$ cat src/rtl/acl_spi_defs_pkg.sv
// rtl/acl_spi_defs_pkg.sv - shared register map and FSM encodings for the ADXL345-style SPI link
package acl_spi_defs;

   // Register map shared with the reader master
   localparam logic [5:0] ADDR_DEVID       = 6'h00;
   localparam logic [5:0] ADDR_BW_RATE     = 6'h2C;
   localparam logic [5:0] ADDR_POWER_CTL   = 6'h2D;
   localparam logic [5:0] ADDR_DATA_FORMAT = 6'h31;
   localparam logic [5:0] ADDR_DATAX0      = 6'h32;
   localparam logic [5:0] ADDR_DATAX1      = 6'h33;
   localparam logic [5:0] ADDR_DATAY0      = 6'h34;
   localparam logic [5:0] ADDR_DATAY1      = 6'h35;
   localparam logic [5:0] ADDR_DATAZ0      = 6'h36;
   localparam logic [5:0] ADDR_DATAZ1      = 6'h37;

   // Transaction FSM encodings
   localparam logic [1:0] IDLE = 2'd0;
   localparam logic [1:0] CMD  = 2'd1;
   localparam logic [1:0] DATA = 2'd2;

   // Only the three configuration registers accept writes
   function automatic logic is_writable(input logic [5:0] a);
      return (a == ADDR_BW_RATE) || (a == ADDR_POWER_CTL) || (a == ADDR_DATA_FORMAT);
   endfunction

endpackage

$ cat src/rtl/spi_in_sync.sv
// rtl/spi_in_sync.sv - multi-flop synchronizer with rise/fall detection for one SPI pin
module spi_in_sync #(
   parameter int   STAGES  = 2,
   parameter logic RST_VAL = 1'b0
) (
   input  logic clk,
   input  logic rst,
   input  logic din,
   output logic q,
   output logic rise,
   output logic fall
);

   logic [STAGES-1:0] sync_r;
   logic              q_d;

   // Shift the pin through the synchronizer chain and keep one delayed copy for edges
   always_ff @(posedge clk or posedge rst) begin
      if (rst) begin
         sync_r <= {STAGES{RST_VAL}};
         q_d    <= RST_VAL;
      end else begin
         sync_r <= {sync_r[STAGES-2:0], din};
         q_d    <= sync_r[STAGES-1];
      end
   end

   assign q    = sync_r[STAGES-1];
   assign rise = q & ~q_d;
   assign fall = ~q & q_d;

endmodule

$ cat src/rtl/acl_spi_responder.sv
// rtl/acl_spi_responder.sv - SPI mode-3 slave emulating an ADXL345-style accelerometer
module acl_spi_responder #(
   parameter logic [7:0] DEVID_VAL   = 8'hE5,
   parameter logic [7:0] BW_RATE_RST = 8'h0A,
   parameter int         SYNC_STAGES = 2
) (
   input  logic        clk,
   input  logic        rst,
   input  logic        CSN,
   input  logic        SCLK,
   input  logic        MOSI,
   output logic        MISO,
   input  logic [15:0] x_sample,
   input  logic [15:0] y_sample,
   input  logic [15:0] z_sample,
   output logic [7:0]  power_ctl,
   output logic [7:0]  bw_rate,
   output logic [7:0]  data_format,
   output logic        wr_strobe,
   output logic        busy
);

   import acl_spi_defs::*;

   logic        csn_q, csn_rise, csn_fall;
   logic        sclk_q, sclk_rise, sclk_fall;
   logic        mosi_q, mosi_rise, mosi_fall;
   logic        unused_sync;

   logic [1:0]  state;
   logic [2:0]  bit_cnt;
   logic [7:0]  shift_in;
   logic [7:0]  shift_out;
   logic        rw;
   logic        mb;
   logic [5:0]  addr;
   logic [47:0] snap;

   logic [7:0]  sh_next;
   logic [5:0]  addr_next;

   spi_in_sync #(.STAGES(SYNC_STAGES), .RST_VAL(1'b1)) u_sync_csn (
      .clk(clk), .rst(rst), .din(CSN), .q(csn_q), .rise(csn_rise), .fall(csn_fall)
   );

   spi_in_sync #(.STAGES(SYNC_STAGES), .RST_VAL(1'b1)) u_sync_sclk (
      .clk(clk), .rst(rst), .din(SCLK), .q(sclk_q), .rise(sclk_rise), .fall(sclk_fall)
   );

   spi_in_sync #(.STAGES(SYNC_STAGES), .RST_VAL(1'b0)) u_sync_mosi (
      .clk(clk), .rst(rst), .din(MOSI), .q(mosi_q), .rise(mosi_rise), .fall(mosi_fall)
   );

   // SCLK level and MOSI edges are not needed; only edges of SCLK and the MOSI level matter
   assign unused_sync = &{1'b0, sclk_q, mosi_rise, mosi_fall};

   assign busy      = ~csn_q;
   assign sh_next   = {shift_in[6:0], mosi_q};
   assign addr_next = mb ? addr + 6'd1 : addr;

   // Readable map; data registers come from the snapshot taken at CSN fall
   function automatic logic [7:0] rd(input logic [5:0] a);
      case (a)
         ADDR_DEVID:       rd = DEVID_VAL;
         ADDR_BW_RATE:     rd = bw_rate;
         ADDR_POWER_CTL:   rd = power_ctl;
         ADDR_DATA_FORMAT: rd = data_format;
         ADDR_DATAX0:      rd = snap[7:0];
         ADDR_DATAX1:      rd = snap[15:8];
         ADDR_DATAY0:      rd = snap[23:16];
         ADDR_DATAY1:      rd = snap[31:24];
         ADDR_DATAZ0:      rd = snap[39:32];
         ADDR_DATAZ1:      rd = snap[47:40];
         default:          rd = 8'h00;
      endcase
   endfunction

   // Transaction FSM, shift registers and register file
   always_ff @(posedge clk or posedge rst) begin
      if (rst) begin
         state       <= IDLE;
         bit_cnt     <= 3'd0;
         shift_in    <= 8'h00;
         shift_out   <= 8'h00;
         rw          <= 1'b0;
         mb          <= 1'b0;
         addr        <= 6'h00;
         snap        <= 48'h0;
         MISO        <= 1'b0;
         wr_strobe   <= 1'b0;
         power_ctl   <= 8'h00;
         bw_rate     <= BW_RATE_RST;
         data_format <= 8'h00;
      end else begin
         wr_strobe <= 1'b0;
         if (csn_rise) begin
            // End of transaction: any partial byte is dropped here
            state   <= IDLE;
            bit_cnt <= 3'd0;
            MISO    <= 1'b0;
         end else begin
            case (state)
               IDLE: begin
                  if (csn_fall) begin
                     state   <= CMD;
                     bit_cnt <= 3'd0;
                     snap    <= {z_sample, y_sample, x_sample};
                  end
               end
               CMD: begin
                  if (sclk_rise) begin
                     shift_in <= sh_next;
                     bit_cnt  <= bit_cnt + 3'd1;
                     if (bit_cnt == 3'd7) begin
                        rw    <= sh_next[7];
                        mb    <= sh_next[6];
                        addr  <= sh_next[5:0];
                        state <= DATA;
                        if (sh_next[7])
                           shift_out <= rd(sh_next[5:0]);
                     end
                  end
               end
               DATA: begin
                  if (sclk_fall && rw) begin
                     MISO      <= shift_out[7];
                     shift_out <= {shift_out[6:0], 1'b0};
                  end
                  if (sclk_rise) begin
                     shift_in <= sh_next;
                     bit_cnt  <= bit_cnt + 3'd1;
                     if (bit_cnt == 3'd7) begin
                        if (!rw) begin
                           if (addr == ADDR_BW_RATE)     bw_rate     <= sh_next;
                           if (addr == ADDR_POWER_CTL)   power_ctl   <= sh_next;
                           if (addr == ADDR_DATA_FORMAT) data_format <= sh_next;
                           wr_strobe <= is_writable(addr);
                        end else begin
                           shift_out <= rd(addr_next);
                        end
                        addr <= addr_next;
                     end
                  end
               end
               default: state <= IDLE;
            endcase
         end
      end
   end

endmodule
$ cat config.mk
export PLATFORM = sky130hd
export DESIGN_NAME = acl_spi_responder
export DESIGN_NICKNAME = d
export VERILOG_FILES = /design/src/rtl/acl_spi_defs_pkg.sv /design/src/rtl/spi_in_sync.sv /design/src/rtl/acl_spi_responder.sv
export SDC_FILE = /design/constraint.sdc
export NUM_CORES = 1
export LEC_CHECK = 0
export ABC_CLOCK_PERIOD_IN_PS = 6230
export CORE_MARGIN = 2
export CORE_UTILIZATION = 45
export CTS_CLUSTER_DIAMETER = 40
export DETAILED_ROUTE_END_ITERATION = 10
export PLACE_DENSITY = 0.76
export SLEW_MARGIN = 20
export SYNTH_ARGS = -nofsm -noshare
export SYNTH_HDL_FRONTEND = slang
export SYNTH_SLANG_ARGS = --single-unit
$ cat constraint.sdc
create_clock -name clk -period 6.23 [get_ports clk]
set_input_delay 1.869 -clock clk [delete_from_list [all_inputs] [get_ports clk]]
set_output_delay 1.869 -clock clk [all_outputs]
set_load 0.01 [all_outputs]
[Word-level counts from Yosys, hierarchy flattened]
Cells that the tools add are included.
W data, S select, Z words.
Storage, ports and cells
  word-level logic and storage cells: 119
  bits in registers: 110
  input bits: 53
  output and inout bits: 27
Operators by class
  add/sub/neg operators: 2
  eq/ne operators: 34
  bitwise operators: 10
  reductions and logical operators: 22
  muxes and demuxes: 33
Operator list (count)
  $pmux W8 S10: 2
  $eq A6 B6 Y1 const B: 21
  $mux W8: 7
  $mux W6: 5
  $reduce_and A6 Y1: 4
  $pmux W8 S2: 1
  $logic_not A6 Y1: 2
  $ne A2 B2 Y1 const B: 6
  $pmux W6 S2: 1
  $mux W3: 3
  $ne A3 B3 Y1 const B: 3
  $reduce_and A3 Y1: 3
  $mux W1: 8
  $mux W2: 4
  $reduce_and A4 Y1: 2
  $add A6 B1 Y6 const B: 1
  $not A1 Y1: 6
  $pmux W2 S3: 1
  $pmux W3 S2: 1
  $reduce_bool A2 Y1: 3
  $reduce_and A5 Y1: 1
  $and A1 B1 Y1: 4
  $add A3 B1 Y3 const B: 1
  $eq A3 B3 Y1 const B: 1
  other kinds (9): 10

[Logic depth before layout (Yosys ltp)]
Gate-level depths: netlist of the first run.
  depth in word-level cells: 8
  gate-level depth with buffers: 11
  mapped depth without buffers: 8

[Hierarchy]
Synthesis of the first run repeated with hierarchy kept, for this count alone.
Unflattened totals
  cells, all modules: 634
  area total of the unflattened synthesis: 6637.6 um^2
By module, submodules not included
  acl_spi_responder: cells each 616, sequential area each 2555.0 um^2, instances 1, area an instance 6348.6 um^2
  spi_in_sync at u_sync_csn ...: cells each 6, sequential area each 78.8 um^2, instances 2, area an instance 97.6 um^2
  spi_in_sync at u_sync_mosi: cells each 6, sequential area each 75.1 um^2, instances 1, area an instance 93.8 um^2

[Least setup slack after synthesis of the first run]
Ideal clock, no wire load.
  path type: flip-flop to flip-flop
  start: reg addr[1]
  end: reg shift_out[5]
  cell stages (with the launch flop): 12
  clock period less this slack: 2.576 ns
  library setup time: 0.140 ns
  slack: 3.654 ns
  data arrival time: 2.436 ns
  required time: 6.090 ns
  buffers on the path: 3
  path through: dfrtp_1 > buf_2 > inv_1 > ha_1 > and2_1 > buf_2 > mux2_2 > buf_2 > a222oi_1 > nor2_1 > a2111oi_2 > a21oi_1
Between the ends
  word-level cells in the longest chain between the ends: 8
  elaborated cells between the ends (all ways): 17
  those cells by class: add/sub (1); eq/ne (9); mux (6); reduce/logical (1)
Ends and longest elaborated chain
  start, declared: RTL line acl_spi_responder.sv:36  | logic [5:0] addr;
  start signal, assigned: RTL line acl_spi_responder.sv:117  | addr <= sh_next[5:0];
  start signal, assigned: RTL line acl_spi_responder.sv:141  | addr <= addr_next;
  $add A6 B1 Y6: RTL line acl_spi_responder.sv:59  | assign addr_next = mb ? addr + 6'd1 : addr;
  $mux W6 *: RTL line acl_spi_responder.sv:59
  $eq A6 B6 Y1 or $logic_not A6 Y1 (tied branches): RTL line acl_spi_responder.sv:63  | case (a)
  $pmux W8 S10 *: RTL line acl_spi_responder.sv:63
  $mux W8 *: RTL line acl_spi_responder.sv:133  | if (!rw) begin
  $mux W8 *: RTL line acl_spi_responder.sv:132  | if (bit_cnt == 3'd7) begin
  $mux W8 *: RTL line acl_spi_responder.sv:129  | if (sclk_rise) begin
  $pmux W8 S2 *: RTL line acl_spi_responder.sv:102  | case (state)
  end signal, assigned: RTL line acl_spi_responder.sv:120  | shift_out <= rd(sh_next[5:0]);
  end signal, assigned: RTL line acl_spi_responder.sv:127  | shift_out <= {shift_out[6:0], 1'b0};
  end signal, assigned: RTL line acl_spi_responder.sv:139  | shift_out <= rd(addr_next);
  end, declared: RTL line acl_spi_responder.sv:33  | logic [7:0] shift_out;
Mark *: on every way between the ends. The rest lies on a longest branch, timed or not.
A chain may end at the register's enable or synchronous reset.

[Worst setup path after layout of the first run]
  start: reg addr[0]
  end: reg shift_out[3]
The elaborated chain is that of the path after synthesis.

==> impl_metrics.sql, run 1 <==
INSERT INTO impl_metrics (metric_group, metric, value, unit) VALUES
('sta', 'setup_viol', '0', ''),
('drt', 'firstDrtPassIters', '8', ''),
('setup_path', 'cp_data_arrival_time', '3.70', 'ns'),
('sta', 'slew_headroom', '44.18', '%'),
('worst_hold_path', 'holdCritStartpoint', 'u_sync_mosi.sync_r[0]', ''),
('global_routing', 'grt_remaining_overflow', '0', ''),
('power', 'power_density', '292.0', 'mW/mm^2'),
('place', 'port_buffers', '79', ''),
('floorplan', 'core', '0.01383', 'sq mm'),
('floorplan', 'start_util', '46.05', '%'),
('setup_path', 'worst_reg2reg_startpoint', 'addr[0]', ''),
('run_status', 'outcome', 'finished clean', ''),
('layout', 'insertedDiodeCount', '0', ''),
('sta', 'final_min_period_over_clock_period', '55.12', '%'),
('cts', 'tritoncts', 'built', ''),
('place', 'placement.cell_area', '0.007222', 'sq mm'),
('setup_path', 'critical_path_launch_point_type', 'flip-flop', ''),
('sta', 'setup_repair_after_global_routing_missed_its_margin', 'false', ''),
('global_routing', 'grt_max_degree', '85', ''),
('power', 'worst_ir_drop_vdd', '0.1820', 'mV'),
('logic_synthesis', 'post_synth_inst_count', '577', ''),
('layout', 'regArea', '0.002763', 'sq mm'),
('cts', 'hold_bufs_inserted_after_cts', '0', ''),
('logic_synthesis', 'ys_types', '73', ''),
('floorplan', 'floorplan.rows', '43', ''),
('sta', 'max_clock_freq', '291.2', 'MHz'),
('layout', 'area_growth_syn_to_layout', '17.98', '%'),
('floorplan', 'fp.dieArea', '0.01512', 'sq mm'),
('layout', 'post_route_cells_drive_above_1_share', '19.72', '%'),
('cts', 'cts_max_level', '3', ''),
('cts', 'clock_transition_at_path_regs', '0.08', 'ns'),
('floorplan', 'die-height', '123.0', 'microns'),
('logic_synthesis', 'synth_sequential_area_ratio', '43.39', '%'),
('layout', 'final_cell_count_without_fillers', '814', ''),
('sta', 'finalSetupTns', '0', 'ns'),
('logic_synthesis', 'synth_fp_nets', '640', ''),
('cts', 'clock_sink_count', '110', ''),
('cts', 'tritoncts.num_buffers', '9', ''),
('logic_synthesis', 'yosys_most_used_dff', 'sky130_fd_sc_hd__dfrtp_1', ''),
('drt', 'detail_route.iter0.violations', '449', ''),
('global_routing', 'wire_length_of_the_first_global_routing_pass', '27390', 'microns'),
('logic_synthesis', 'yosysWarnings', '0', ''),
('layout', 'final_area', '0.007512', 'sq mm'),
('place', 'dp.cells', '798', ''),
('cts', 'max-clock-path-buffers', '2', ''),
('sta', 'post-route-min-period', '3.434', 'ns'),
('sta', 'clock_skew', '0.008554', 'ns'),
('logic_synthesis', 'synthesis.area', '0.006367', 'sq mm'),
('global_routing', 'grt_pass1_vias', '5092', ''),
('floorplan', 'die_width', '123.0', 'microns'),
('place', 'final_gp_congestion', '0.9037', ''),
('sta', 'max_slew.worst_pin.slew', '0.8373', 'ns'),
('sta', 'timing.final.max_slew_violations', '0', ''),
('setup_path', 'critPathMaxFanout', '25', ''),
('cts', 'postCtsSetupRepairBufs', '0', ''),
('drt', 'per_cell_via_count_in_the_routed_design', '6.314', ''),
('logic_synthesis', 'number_of_enable_flip_flop_cells_after_synthesis', '0', ''),
('sta', 'final_hold_slack', '0.3588', 'ns'),
('layout', 'postLayoutCoreUtil', '54.33', '%'),
('place', 'dp_slack', '2.680', 'ns'),
('worst_hold_path', 'hold_path_class', 'reg2reg', ''),
('place', 'place_hpwl', '12090', 'microns'),
('drt', 'drt.antenna.violating_nets', '0', ''),
('power', 'power.static_leakage', '2.956', 'nW'),
('setup_path', 'timing.critical_path.to_type', 'flip-flop', ''),
('setup_path', 'timing.critical_path.from', 'addr[0]', ''),
('drt', 'drt-wirelength-per-cell', '20.92', 'microns'),
('floorplan', 'i_o_pins', '80', ''),
('cts', 'cts_resized', '0', ''),
('sta', 'worst_slack', '2.796', 'ns'),
('setup_path', 'timing.critical_path.required', '6.50', 'ns');
[cells in the mapped netlist, types with 7 or more instances]
cell type	n	share of area, %
sky130_fd_sc_hd__a21oi_1	32	2.5
sky130_fd_sc_hd__a221oi_1	11	1.5
sky130_fd_sc_hd__a222oi_1	8	1.3
sky130_fd_sc_hd__a22o_1	9	1.2
sky130_fd_sc_hd__a22oi_1	8	0.94
sky130_fd_sc_hd__buf_2	19	1.5
sky130_fd_sc_hd__clkbuf_1	16	0.94
sky130_fd_sc_hd__dfrtp_1	102	40
sky130_fd_sc_hd__dfstp_2	8	3.3
sky130_fd_sc_hd__ha_1	10	2.0
sky130_fd_sc_hd__inv_1	13	0.77
sky130_fd_sc_hd__mux2_1	16	2.8
sky130_fd_sc_hd__mux2_2	71	13
sky130_fd_sc_hd__mux2i_1	18	2.8
sky130_fd_sc_hd__mux4_2	7	2.5
sky130_fd_sc_hd__nand2_1	41	2.4
sky130_fd_sc_hd__nand3_1	12	0.94
sky130_fd_sc_hd__nand3b_1	7	0.83
sky130_fd_sc_hd__nor2_1	24	1.4
sky130_fd_sc_hd__nor3_1	8	0.63
sky130_fd_sc_hd__o21ai_0	15	1.2
sky130_fd_sc_hd__o221ai_1	8	1.1
sky130_fd_sc_hd__o22ai_1	10	0.98
[final cells by class]
type,count,share of cell area (%)
Multi-Input combinational cell,410,44.72
Sequential cell,110,36.78
Timing Repair Buffer,83,10.93
Clock buffer,11,3.098
Tap cell,180,2.998
Inverter,15,0.8161
Clock inverter,5,0.6662
[report_power, final]
group / internal [mW] / switching (mW) / leakage, nW
registers: 0.877 / 0.205 / 1.39
clock network: 0.278 / 0.272 / 0.133
logic: 0.306 / 0.256 / 1.44
total: 1.46 / 0.733 / 2.96
[sequential cells by signal, summed over array words and instances (netlist names)]
register            cells
u_sync_sclk.q_d         1
MISO                    1
snap                   48
power_ctl               8
data_format             8
u_sync_sclk.sync_r      2
shift_out               8
state                   2
mb                      1
addr                    6
bit_cnt                 3
wr_strobe               1
u_sync_csn.q_d          1
rw                      1
u_sync_csn.sync_r       2
shift_in                7
u_sync_mosi.sync_r      2
bw_rate                 8
[final timing paths]
| path | cells after the start | to | slack (ns) |
|---|---|---|---|
| max | 8 | shift_out[3] | 2.80 |
| min | 0 | u_sync_mosi.sync_r[1] | 0.36 |
| max reg2reg | 8 | shift_out[3] | 2.80 |
| min reg2reg | 0 | u_sync_mosi.sync_r[1] | 0.36 |
| max in group asynchronous | 3 | u_sync_sclk.q_d | 3.31 |
| min in group asynchronous | 2 | u_sync_mosi.sync_r[0] | 2.03 |
[cell usage in the layout (no fill, tap or decap), types with 4 or more instances in the layout]
cell,Yosys,routed
sky130_fd_sc_hd__a22oi_1,8,8
sky130_fd_sc_hd__o22ai_1,10,10
sky130_fd_sc_hd__dfrtp_1,102,102
sky130_fd_sc_hd__ha_1,10,10
sky130_fd_sc_hd__clkdlybuf4s50_1,0,79
sky130_fd_sc_hd__o21ai_0,15,15
sky130_fd_sc_hd__a222oi_1,8,8
sky130_fd_sc_hd__mux4_2,7,7
sky130_fd_sc_hd__nand4_1,5,5
sky130_fd_sc_hd__a221o_1,4,4
sky130_fd_sc_hd__nand2b_1,5,5
sky130_fd_sc_hd__nand3b_1,7,7
sky130_fd_sc_hd__dfstp_2,8,8
sky130_fd_sc_hd__a31oi_1,4,4
sky130_fd_sc_hd__mux2_2,71,71
sky130_fd_sc_hd__a221oi_1,11,11
sky130_fd_sc_hd__mux2_1,16,16
sky130_fd_sc_hd__a22o_1,9,9
sky130_fd_sc_hd__nor2b_1,6,6
sky130_fd_sc_hd__o221ai_1,8,8
sky130_fd_sc_hd__inv_1,13,12
sky130_fd_sc_hd__a21oi_1,32,31
sky130_fd_sc_hd__o21a_1,5,5
sky130_fd_sc_hd__clkbuf_16,0,9
sky130_fd_sc_hd__buf_4,1,4
sky130_fd_sc_hd__nand3_1,12,12
sky130_fd_sc_hd__nor3_1,8,8
sky130_fd_sc_hd__a21o_1,4,4
sky130_fd_sc_hd__nor2_1,24,24
sky130_fd_sc_hd__mux2i_1,18,18
sky130_fd_sc_hd__nand2_1,41,40
[layer usage]
| metal | up-vias | global-route usage [%] | share of wire [%] |
|---|---|---|---|
| li1 | 2318 | - | - |
| met1 | 2553 | 31.64 | 43 |
| met2 | 224 | 37.43 | 47 |
| met3 | 45 | 3.736 | 6.3 |
| met4 | 0 | 10.27 | 3.8 |
| met5 | - | 0 | 0 |
[kinds of logic after synthesis]
group / after synthesis / share of synthesized area, %
fa+ha+maj: 10 / 1.965
buf+inv: 57 / 4.028
xor+xnor: 2 / 0.2752
simple gates: 129 / 10.73
flops: 110 / 43.39
compound gates: 156 / 18.69
mux: 113 / 20.93
[critical path, stage by stage (launching register included)]
cell and delay, ns:
sky130_fd_sc_hd__dfrtp_1 0.89, sky130_fd_sc_hd__inv_2 0.26, sky130_fd_sc_hd__ha_1 0.42, sky130_fd_sc_hd__nor2b_1 0.55
sky130_fd_sc_hd__mux2_2 0.49, sky130_fd_sc_hd__a22oi_1 0.14, sky130_fd_sc_hd__a21oi_1 0.32, sky130_fd_sc_hd__o41ai_1 0.13
sky130_fd_sc_hd__a21oi_1 0.15
Power figures use the tool's default switching activity.
==> run 2: changes to the inputs <==
Settings changed: ABC_CLOCK_PERIOD_IN_PS 6230 to 3300.
Clock period 6.23 ns to 3.3 ns, I/O delays scaled along.
==> impl_metrics.sql, run 2 (synthesis gave the netlist of run 1 again) <==
INSERT INTO impl_metrics (metric_group, metric, value, unit) VALUES
('floorplan', 'core', '0.01383', 'sq mm'),
('power', 'power_frac_clock', '24.8', '%'),
('global_routing', 'grt_remaining_overflow', '0', ''),
('layout', 'largest_reg_flops', '48', ''),
('floorplan', 'die-height', '123.0', 'microns'),
('cts', 'cts_root_buf', 'sky130_fd_sc_hd__clkbuf_16', ''),
('worst_hold_path', 'cell_depth_of_the_worst_hold_path', '0', ''),
('power', 'total_switching_power', '1.421', 'mW'),
('sta', 'final_min_period_over_clock_period', '89.98', '%'),
('global_routing', 'grt_pass1_vias', '5186', ''),
('global_routing', 'grt.total_usage', '25.11', '%'),
('setup_path', 'worst_reg2reg_startpoint', 'addr[1]', ''),
('place', 'port_buffers', '79', ''),
('sta', 'max_clock_freq', '336.8', 'MHz'),
('setup_path', 'timing.rr.end', 'shift_out[0]', ''),
('drt', 'drt-wirelength-per-cell', '21.84', 'microns'),
('sta', 'worst_slack', '0.3307', 'ns'),
('sta', 'setup_repair_after_global_routing_missed_its_margin', 'false', ''),
('power', 'worst_ir_drop_vdd', '0.3551', 'mV'),
('setup_path', 'timing.reg2reg.worst_path_depth', '7', ''),
('sta', 'post-route-min-period', '2.969', 'ns'),
('setup_path', 'path_class', 'reg2reg', ''),
('global_routing', 'wire_length_of_the_first_global_routing_pass', '29000', 'microns'),
('sta', 'slew_headroom', '46.78', '%'),
('cts', 'clock_sink_count', '110', ''),
('power', 'power.static_leakage', '2.996', 'nW'),
('power', 'comb_power_share', '25.2', '%'),
('layout', 'final_net_count', '699', ''),
('layout', 'layout_common_cells', '102 x sky130_fd_sc_hd__dfrtp_1, 79 x sky130_fd_sc_hd__clkdlybuf4s50_1, 71 x sky130_fd_sc_hd__mux2_2', ''),
('global_routing', 'grt_max_degree', '111', ''),
('cts', 'max-clock-path-buffers', '2', ''),
('layout', 'post_route_cells_drive_above_1_share', '20.44', '%'),
('cts', 'tritoncts', 'built', ''),
('power', 'power.share.sequential', '50.0', '%'),
('sta', 'max_slew.worst_pin.slew', '0.7782', 'ns'),
('layout', 'postLayoutCoreUtil', '54.74', '%'),
('cts', 'postCtsSetupRepairBufs', '0', ''),
('place', 'place_hpwl', '13010', 'microns'),
('floorplan', 'start_util', '46.05', '%'),
('setup_path', 'reg2reg_slack', '0.33', 'ns'),
('cts', 'cts_resized', '0', ''),
('power', 'cell_internal_pwr', '2.770', 'mW'),
('layout', 'largest_register', 'snap', ''),
('layout', 'area_growth_syn_to_layout', '18.86', '%'),
('drt', 'firstDrtPassIters', '5', ''),
('drt', 'totalWireLength', '17930', 'microns'),
('layout', 'final_area', '0.007569', 'sq mm'),
('drt', 'drt_drc_violations_left', '0', ''),
('setup_path', 'timing.critical_path.required', '3.57', 'ns'),
('run_status', 'outcome', 'finished clean', ''),
('setup_path', 'critPathMaxFanout', '15', ''),
('layout', 'mostFrequentLayoutCell', 'sky130_fd_sc_hd__dfrtp_1', ''),
('cts', 'worst_skew_pair.late_latency', '0.35', 'ns'),
('worst_hold_path', 'hold_path_class', 'reg2reg', ''),
('cts', 'cts_max_level', '3', ''),
('sta', 'timing.final.max_slew_violations', '0', ''),
('floorplan', 'fp.dieArea', '0.01512', 'sq mm'),
('floorplan', 'floorplan.rows', '43', ''),
('setup_path', 'timing.critical_path.to_type', 'flip-flop', ''),
('cts', 'clock_transition_at_path_regs', '0.07', 'ns'),
('floorplan', 'i_o_pins', '80', ''),
('job', 'maxCapViolCount', '0', ''),
('setup_path', 'critical_path_launch_point_type', 'flip-flop', ''),
('sta', 'setup_viol', '0', ''),
('worst_hold_path', 'worst_hold_path.endpoint', 'u_sync_mosi.sync_r[1]', ''),
('drt', 'detail_route.iter0.violations', '626', ''),
('power', 'power_density', '553.7', 'mW/mm^2'),
('drt', 'drt.antenna.violating_nets', '0', ''),
('cts', 'hold_bufs_inserted_after_cts', '0', ''),
('setup_path', 'cp_data_arrival_time', '3.24', 'ns'),
('global_routing', 'grt_antenna_before_repair', '0', ''),
('sta', 'finalSetupTns', '0', 'ns'),
('floorplan', 'die_width', '123.0', 'microns'),
('layout', 'num-fill-cells', '1166', ''),
('worst_hold_path', 'holdCritStartpoint', 'u_sync_mosi.sync_r[0]', ''),
('sta', 'clock_skew', '0.007823', 'ns'),
('sta', 'final_hold_slack', '0.3502', 'ns'),
('drt', 'via_count', '5163', ''),
('place', 'placement.cell_area', '0.007284', 'sq mm'),
('place', 'dp_slack', '0.3957', 'ns'),
('sta', 'timing_hold_violations_final', '0', ''),
('layout', 'insertedDiodeCount', '0', ''),
('cts', 'tritoncts.num_buffers', '9', ''),
('place', 'final_gp_congestion', '1.034', ''),
('power', 'switching_share', '33.91', '%'),
('drt', 'per_cell_via_count_in_the_routed_design', '6.289', '');
run 2: changes by cell type in the layout (fill, tap and decap cells not counted), sizes merged:
cell / delta
buf: +7
clkinv: -1
inv: +1
run 2: worst max-delay path, cell delays in order, from the launching register on:
cell and delay [ns]:
sky130_fd_sc_hd__dfrtp_1 0.67, sky130_fd_sc_hd__inv_1 0.17, sky130_fd_sc_hd__ha_1 0.37, sky130_fd_sc_hd__nor2b_1 0.54
sky130_fd_sc_hd__mux2_2 0.47, sky130_fd_sc_hd__a41oi_1 0.30, sky130_fd_sc_hd__o2111a_1 0.22, sky130_fd_sc_hd__o22ai_1 0.16
run 2: stage by stage:
step / cells / total power, mW
after floorplan: 577 / 2.706
after global placement: 805 / 3.113
after detailed placement: 805 / 3.151
after CTS: 821 / 4.179
after global routing: 821 / 4.388
final: 821 / 4.191
run 2: per-layer routing:
metal	global-route usage (%)	vias up	part of all wire, %
li1	-	2321	-
met1	34.68	2573	43
met2	40.99	227	49
met3	3.137	42	4.9
met4	8.549	0	2.5
met5	0	-	0
run 2: how the worst max path moves through the flow:
stage	slack, ns	from	end	cells past startpoint
CTS	0.41	addr[1]	shift_out[0]	7
global route	0.18	addr[1]	shift_out[0]	7
finish	0.33	addr[1]	shift_out[0]	7
floorplan	0.72	addr[1]	shift_out[5]	11
detailed placement	0.40	addr[1]	shift_out[0]	7
global placement	0.60	addr[1]	shift_out[5]	8
run 2: cell type report:
class | count | area [sq um] | area share [%]
clock buffer | 11 | 232.7 | 3.075
clock inverter | 5 | 46.29 | 0.6117
inverter | 15 | 60.06 | 0.7935
multi-input combinational | 410 | 3356 | 44.34
sequential | 110 | 2763 | 36.50
tap | 180 | 225.2 | 2.976
timing repair buffer | 90 | 885.9 | 11.70
run 2: power by group through the flow:
stage                     registers [mW]  clock network (mW)  logic, mW
after CTS                           2.07                1.05       1.06
after global routing                2.12                1.12       1.15
after floorplan                     1.85                   0      0.860
after detailed placement            2.10                   0       1.05
after global placement              2.10                   0       1.02
final                               2.10                1.04       1.06
